--- config.mk ---
export PLATFORM = sky130hd
export DESIGN_NAME = enc4_2_rr_flat
export DESIGN_NICKNAME = d
export VERILOG_FILES = /design/src/rtl/enc4_2_rr_pkg.sv /design/src/rtl/enc4_2_rr_if.sv /design/src/rtl/enc4_2_rr_pri_enc.sv /design/src/rtl/enc4_2_rr.sv /design/src/flat_wrapper.sv
export SDC_FILE = /design/constraint.sdc
export NUM_CORES = 1
export LEC_CHECK = 0
export BUFFER_PORTS_ARGS = -buffer_cell sky130_fd_sc_hd__buf_2
export CAP_MARGIN = 40
export CORE_AREA = 2 2 39 41
export CTS_BUF_LIST = sky130_fd_sc_hd__clkbuf_16
export DETAILED_ROUTE_END_ITERATION = 7
export DIE_AREA = 0 0 41 43
export PLACE_DENSITY = 0.65
export SLEW_MARGIN = 20
export SYNTH_ARGS = -nofsm -noshare
export SYNTH_HDL_FRONTEND = slang
export SYNTH_SLANG_ARGS = --single-unit
--- constraint.sdc ---
create_clock -name clk -period 1.2 [get_ports clk]
set_input_delay 0.06 -clock clk [delete_from_list [all_inputs] [get_ports clk]]
set_output_delay 0.06 -clock clk [all_outputs]
set_load 0.05 [all_outputs]
--- src/rtl/enc4_2_rr_pkg.sv ---
// Shared types and default sizing for the registered request encoder.
package enc_pkg;
  localparam int N_DEF     = 4;
  localparam int CNT_W_DEF = 8;

  typedef enum logic {
    IDLE,
    HOLD
  } enc_state_t;
endpackage

--- src/rtl/enc4_2_rr_if.sv ---
// Request/result handshake bundle for enc4_2_rr.
interface enc4_2_rr_if #(
  parameter int N     = 4,
  parameter int CNT_W = 8
) ();
  localparam int W = $clog2(N);

  logic [N-1:0]     req;
  logic             en;
  logic [W-1:0]     code;
  logic             valid;
  logic             ready;
  logic [CNT_W-1:0] gnt_cnt;

  modport master (
    output req,
    output en,
    output ready,
    input  code,
    input  valid,
    input  gnt_cnt
  );

  modport slave (
    input  req,
    input  en,
    input  ready,
    output code,
    output valid,
    output gnt_cnt
  );
endinterface

--- src/rtl/enc4_2_rr_pri_enc.sv ---
// Lowest-set-bit priority encoder: index of the lowest high request line.
module pri_enc_n #(
  parameter int N = 4,
  parameter int W = $clog2(N)
) (
  input  logic [N-1:0] i_req,
  output logic [W-1:0] o_idx,
  output logic         o_any
);
  always_comb begin
    o_idx = '0;
    for (int i = N - 1; i >= 0; i--) begin
      if (i_req[i]) o_idx = W'(i);
    end
  end

  assign o_any = |i_req;
endmodule

--- src/rtl/enc4_2_rr.sv ---
// Registered N-to-log2(N) request encoder with valid/ready hold.
// ENC_RR_FAIR_EN selects round-robin; otherwise fixed lowest-index priority.
module enc4_2_rr
  import enc_pkg::*;
#(
  parameter int N     = N_DEF,
  parameter int CNT_W = CNT_W_DEF
) (
  input logic       clk,
  input logic       reset,
  enc4_2_rr_if.slave bus
);
  localparam int W = $clog2(N);

  enc_state_t       r_state;
  enc_state_t       w_state_nxt;
  logic [W-1:0]     r_code;
  logic [CNT_W-1:0] r_cnt;
  logic [W-1:0]     w_win;
  logic [W-1:0]     w_idx_all;
  logic             w_any_all;
  logic             w_accept;
  logic             w_capture;

  pri_enc_n #(.N(N), .W(W)) u_all (
    .i_req (bus.req),
    .o_idx (w_idx_all),
    .o_any (w_any_all)
  );

  assign w_accept  = (r_state == HOLD) && bus.ready;
  assign w_capture = ((r_state == IDLE) || w_accept)
                     && bus.en && w_any_all;

`ifdef ENC_RR_FAIR_EN
  logic [W-1:0] r_ptr;
  logic [W-1:0] w_ptr;
  logic [N-1:0] w_mask;
  logic [W-1:0] w_idx_msk;
  logic         w_any_msk;

  // back-to-back capture sees the pointer this accept produces
  assign w_ptr = w_accept ? r_code + W'(1) : r_ptr;

  always_comb begin
    w_mask = '0;
    for (int i = 0; i < N; i++) begin
      w_mask[i] = bus.req[i] && (W'(i) >= w_ptr);
    end
  end

  pri_enc_n #(.N(N), .W(W)) u_msk (
    .i_req (w_mask),
    .o_idx (w_idx_msk),
    .o_any (w_any_msk)
  );

  assign w_win = w_any_msk ? w_idx_msk : w_idx_all;

  always_ff @(posedge clk) begin
    if (reset)         r_ptr <= '0;
    else if (w_accept) r_ptr <= r_code + W'(1);
  end
`else
  assign w_win = w_idx_all;
`endif

  always_comb begin
    w_state_nxt = r_state;
    unique case (r_state)
      IDLE: if (w_capture) w_state_nxt = HOLD;
      HOLD: if (bus.ready) w_state_nxt = w_capture ? HOLD : IDLE;
      default: w_state_nxt = IDLE;
    endcase
  end

  always_ff @(posedge clk) begin
    if (reset) begin
      r_state <= IDLE;
      r_code  <= '0;
      r_cnt   <= '0;
    end else begin
      r_state <= w_state_nxt;
      if (w_capture) r_code <= w_win;
      if (w_accept)  r_cnt  <= r_cnt + CNT_W'(1);
    end
  end

  assign bus.code    = r_code;
  assign bus.valid   = (r_state == HOLD);
  assign bus.gnt_cnt = r_cnt;
endmodule

--- src/flat_wrapper.sv ---
// flat-port wrapper written by rule: the top's interface ports become plain ports
module enc4_2_rr_flat import enc_pkg::*;
#(
  parameter int N     = N_DEF,
  parameter int CNT_W = CNT_W_DEF
)
  (clk, reset, bus_req, bus_en, bus_ready, bus_code, bus_valid, bus_gnt_cnt);
  enc4_2_rr_if #(.N(N), .CNT_W(CNT_W)) bus_i ();
  input logic clk;
  input logic reset;
  input wire logic [$bits(bus_i.req)-1:0] bus_req;
  input wire logic [$bits(bus_i.en)-1:0] bus_en;
  input wire logic [$bits(bus_i.ready)-1:0] bus_ready;
  output wire logic [$bits(bus_i.code)-1:0] bus_code;
  output wire logic [$bits(bus_i.valid)-1:0] bus_valid;
  output wire logic [$bits(bus_i.gnt_cnt)-1:0] bus_gnt_cnt;
  assign bus_i.req = bus_req;
  assign bus_i.en = bus_en;
  assign bus_i.ready = bus_ready;
  assign bus_code = bus_i.code;
  assign bus_valid = bus_i.valid;
  assign bus_gnt_cnt = bus_i.gnt_cnt;
  enc4_2_rr #(.N(N), .CNT_W(CNT_W)) u_core (.clk(clk), .reset(reset), .bus(bus_i));
endmodule
* After elaboration in Yosys (flattened, before gate mapping) *
Index checks and enable logic that the tools add are counted.

operators by class
  add/sub/neg operators = 1
  bitwise operators = 1
  reductions and logical operators = 5
  multiplexer cells = 7

operator list
  kind                                                           count
  8-bit by 1-bit adder with 8-bit output, second input constant  1
  2-bit 2-to-1 mux                                               4
  4-bit OR reduction                                             1
  1-bit logical AND                                              3
  1-bit 2-to-1 mux                                               2
  1-bit case mux with 2 select lines                             1
  1-bit logical OR                                               1
  1-bit inverter                                                 1

word-level totals
  output and inout bits = 11
  bits in registers = 11
  input port bits = 8

* Depth between registers and ports, before layout *
  depth in word-level cells = 7
  depth in mapped cells = 4
  depth with buffers taken out = 4

* Cells and area by module *
Synthesis repeated with hierarchy kept, for this count alone.

second synthesis, totals
  cells, all modules = 60
  area total of the unflattened synthesis = 496.7 µm²

by module, submodules not included
  module     times used  cells an instance  area an instance (µm²)  seq. area each (µm²)
  enc4_2_rr  1           53                 461.7                   220.2
  pri_enc_n  1           7                  35.0                    0.0

* Least setup slack after synthesis *
OpenSTA, ideal clock, no wires.

  kind = reg-to-reg
  start = reg u_core.r_cnt[0], in the netlist u_core.bus.gnt_cnt[0]
  end = reg u_core.r_cnt[6], in the netlist u_core.bus.gnt_cnt[6]
  required time = 1.129 ns
  library setup time = 0.071 ns
  period minus slack after synthesis = 1.638 ns
  stages on the path, launching flop included = 5
  buffers on the path = 0
  arrival = 1.567 ns
  path slack = -0.438 ns
  cells stage by stage = dfxtp_1 -> ha_1 -> nand3_1 -> or3_2 -> a21oi_1

on the way
  word-level cells in the longest chain between the ends = 1

ends and longest elaborated chain
  what                                    line             text
  start, declared                         enc4_2_rr.sv:18  logic [CNT_W-1:0] r_cnt;
  start signal, assigned                  enc4_2_rr.sv:85  if (w_accept) r_cnt <= r_cnt + CNT_W'(1);
  8-bit by 1-bit adder with 8-bit output  enc4_2_rr.sv:85

Every way passes these cells.
A chain may end at the register's enable or synchronous reset.

* Worst setup path in the final report *
  start = reg u_core.r_cnt[0], in the netlist u_core.bus.gnt_cnt[0]
  end = reg u_core.r_cnt[5], in the netlist u_core.bus.gnt_cnt[5]

The elaborated chain is that of the path after synthesis.

==> impl_results.md <==
* Outcome: finished with violations
* Failing checks: negative setup slack
* Internal at 0.837 mW
* Clk buf depth at 2
* Psw at 0.229 mW
* Core Region at 0.00138 sq mm
* TritonCTS clock tree: yes
* Initial Util at 0.355
* Crit Path Category: reg -> reg
* Syn-to-layout area delta at 63.6%
* Crit path from: u_core.bus.gnt_cnt[0]$_SDFFE_PP0P_
* WP data required at 1360 ps
* DP HPWL at 766 um
* Final net count at 93
* Worst slew margin at 0.633
* Synthesized net count at 65
* P per Cell Area at 1330 mW/mm^2
* Pin count of the biggest net entering global routing at 14
* Leakage at 0.333 nW
* Htree depth at 1
* Cell Area, Synth at 492 sq um
* Sw Share at 0.215
* Final Max Slew Viols at 0
* Root Buffer: clkbuf_16
* Initial antenna violation count at 0
* CP Launch Type: register
* Least-Margin Pin Slew at 544 ps
* Post-Syn Area per Cell at 8.78 sq um
* Routability Congestion at 0.738
* Iteration-0 DRC Markers at 12
* R2r endpoint: u_core.bus.gnt_cnt[5]$_SDFFE_PP0P_
* Num CTS Buffers at 3
* Die area at 0.00176 sq mm
* Cell count after synthesis at 56
* Critical-path top delay cell: dfxtp_4
* Start point of the worst hold path: bus_en
* Core Util, Final at 0.581
* Complex-gate fraction of the synthesized area at 0.165
* Final setup viols at 3
* Post-Layout Cell Count at 99
* Final hold violations at 0
* Xor and xnor area share after synthesis at 0.0356
* Syn. warnings at 0
* Ant diodes at 0
* Vias per cell at 5.19
* Worst Setup EP: u_core.bus.gnt_cnt[5]$_SDFFE_PP0P_
* Final WS setup at -59.5 ps
* VDD IR max at 0.000721 V
* Via count at 514
* Max cap viols at 0
* Clock slew at reported path FFs at 40 ps
* Crit. End Element: register
* Worst r2r src: u_core.bus.gnt_cnt[0]$_SDFFE_PP0P_
* Placed insts at 89
* Routed Wire Length at 1240 um
* Remaining global-route overflow at 0
* Flop pwr share at 0.344
* Clk_lat worst skew at 240 ps
* Area leader, netlist: dfxtp_1
* Sequential cell area fraction in the yosys report at 0.448
* R2R Setup Slk at -60 ps
* Drt pass-1 iters at 4
* Period utilization at 1.05
* Drt drc at 0
* #FFs+latches synth at 11
* Comb pwr share at 0.095
* HP Class: in -> reg
* DIE WIDTH at 41 um
* R2R cell count at 4
* Simple-gate area share of the yosys netlist at 0.262
* Place WS at -49.6 ps
* Post-synth cell types at 23
* ANT nets after route at 0
* Max Clock Skew at 2.64 ps
* GR Util All Layers at 0.175
* CP max FO at 4
* Unrepaired setup endpoints after global routing: yes
* Min Tclk post-route at 1260 ps
* # port buffers at 18
* Number of global-route vias before repair at 497
* Fraction of layout cells with a size suffix above 1 at 0.554
* Clock share of power at 0.561
* Max frequency at 0.794 GHz
* CP max stage delay at 340 ps
* Core Rows at 14
* Setup_tns at -125 ps
* Area share of the largest cell type after synthesis at 0.448
* Main area contributors after synthesis: dfxtp_1 45%, a21oi_1 7.1%, o21ai_0 6.1%
* Ports at 19
* Routed len/inst at 12.6 um
* Synth Area in Adders at 0.0254
* Crit path cell chain: nand4_1, buf_4, or3_4, a21oi_2
* First-pass GRT wire length at 2090 um
* Clock sinks at 11
* Mux cell area share after synthesis at 0.0407
* CP arrival at 1420 ps
* Die height at 43 um
* Largest family of logic cells by synthesized area: simple AND/OR/NAND/NOR gates
## timing repair
item                                    in CTS  in global routing
gates resized for setup                      1                  4
cloned                                       0                  0
endpoints found under the setup margin       2                  7
pin swaps                                    5                  3
hold buffers                                 0                  0
setup buffers                                6                  0
## through the flow
step	instance area (sq um)	total power [mW]	hold slack, ps
global placement	661	0.462	342
detailed placement	661	0.464	368
CTS	790	1.08	120
finish	805	1.07	131
floorplan	554	0.433	210
global route	805	1.11	149
## worst max-delay path, delay by kind of cell, from the launching register on
| family | cells | cell delay [ps] |
|---|---|---|
| and+or+nand+nor | 2 | 510 |
| buffers and inverters | 1 | 210 |
| AOI/OAI and AO/OA | 1 | 130 |
| DFF | 1 | 340 |
## cells in the final DEF (no fill, tap or decap), types with 2 or more instances in the layout
| master | Yosys | layout |
|---|---|---|
| mux2i_1 | 2 | 2 |
| a21oi_1 | 7 | 5 |
| buf_4 | 0 | 6 |
| dfxtp_1 | 11 | 3 |
| a21oi_2 | 0 | 2 |
| nand3_1 | 3 | 2 |
| or3_4 | 0 | 3 |
| dfxtp_4 | 0 | 8 |
| clkbuf_16 | 0 | 3 |
| buf_2 | 0 | 18 |
| nand2_1 | 3 | 3 |
| o21ai_0 | 6 | 6 |
| inv_1 | 2 | 2 |
| nor2_1 | 3 | 3 |
| nand2b_1 | 2 | 2 |
## cells in the mapped netlist
| cell | instances |
|---|---|
| ha_1 | 1 |
| dfxtp_1 | 11 |
| nand4_2 | 1 |
| nand2_1 | 3 |
| or3_1 | 2 |
| or3_2 | 2 |
| or2b_1 | 1 |
| a21oi_1 | 7 |
| nor2_1 | 3 |
| xor2_1 | 1 |
| mux2i_1 | 2 |
| clkbuf_1 | 1 |
| o31ai_1 | 1 |
| o21ai_0 | 6 |
| or4_1 | 1 |
| nand4_1 | 1 |
| nand2b_1 | 2 |
| xnor2_1 | 1 |
| o41ai_1 | 1 |
| nand3_1 | 3 |
| inv_1 | 2 |
| nor2b_1 | 2 |
| nor3_1 | 1 |
## cells by family (layout without fill, tap and decap cells)
kind of cell	Yosys count	count (layout)
AOI/OAI and AO/OA	15	15
and+or+nand+nor	22	22
xor gates and xnor gates	2	2
buffers and inverters	3	30
DFF	11	11
muxes	2	2
adders and majority gates	1	1
## flip-flops by register name (all words and copies together), names as in the netlist
signal              flops
u_core.bus.valid        1
u_core.bus.code         2
u_core.bus.gnt_cnt      8
## final cells by class
class	instances	area, sq um
clock buffer	3	75.1
clock inverter	1	5.00
fill	123	579
inverter	2	7.51
multi-input combinational	42	312
sequential	11	250
tap	16	20.0
timing repair buffer	24	135
## layer usage
layer  wire length (um)  vias up  global-route usage
met3                 57        2              0.0471
met2                720       16               0.306
met5                  0        -                   0
li1                   -      259                   -
met4                  6        0              0.0600
met1                460      237               0.187
## power groups by stage
stage | clock (mW) | combinational [mW] | sequential, mW
6_report | 0.598 | 0.102 | 0.366
4_1_cts | 0.613 | 0.101 | 0.366
3_5_place_dp | 0 | 0.0858 | 0.378
5_1_grt | 0.633 | 0.112 | 0.367
3_3_place_gp | 0 | 0.0849 | 0.377
2_1_floorplan | 0 | 0.0265 | 0.406
## worst min path at each step
stage                                              end  depth (start not counted)
global route               u_core.bus.valid$_SDFF_PP0_                          3
global placement           u_core.bus.valid$_SDFF_PP0_                          3
CTS                        u_core.bus.valid$_SDFF_PP0_                          3
finish                     u_core.bus.valid$_SDFF_PP0_                          3
floorplan           u_core.bus.gnt_cnt[1]$_SDFFE_PP0P_                          2
detailed placement         u_core.bus.valid$_SDFF_PP0_                          3
Power figures use the tool's default switching activity.
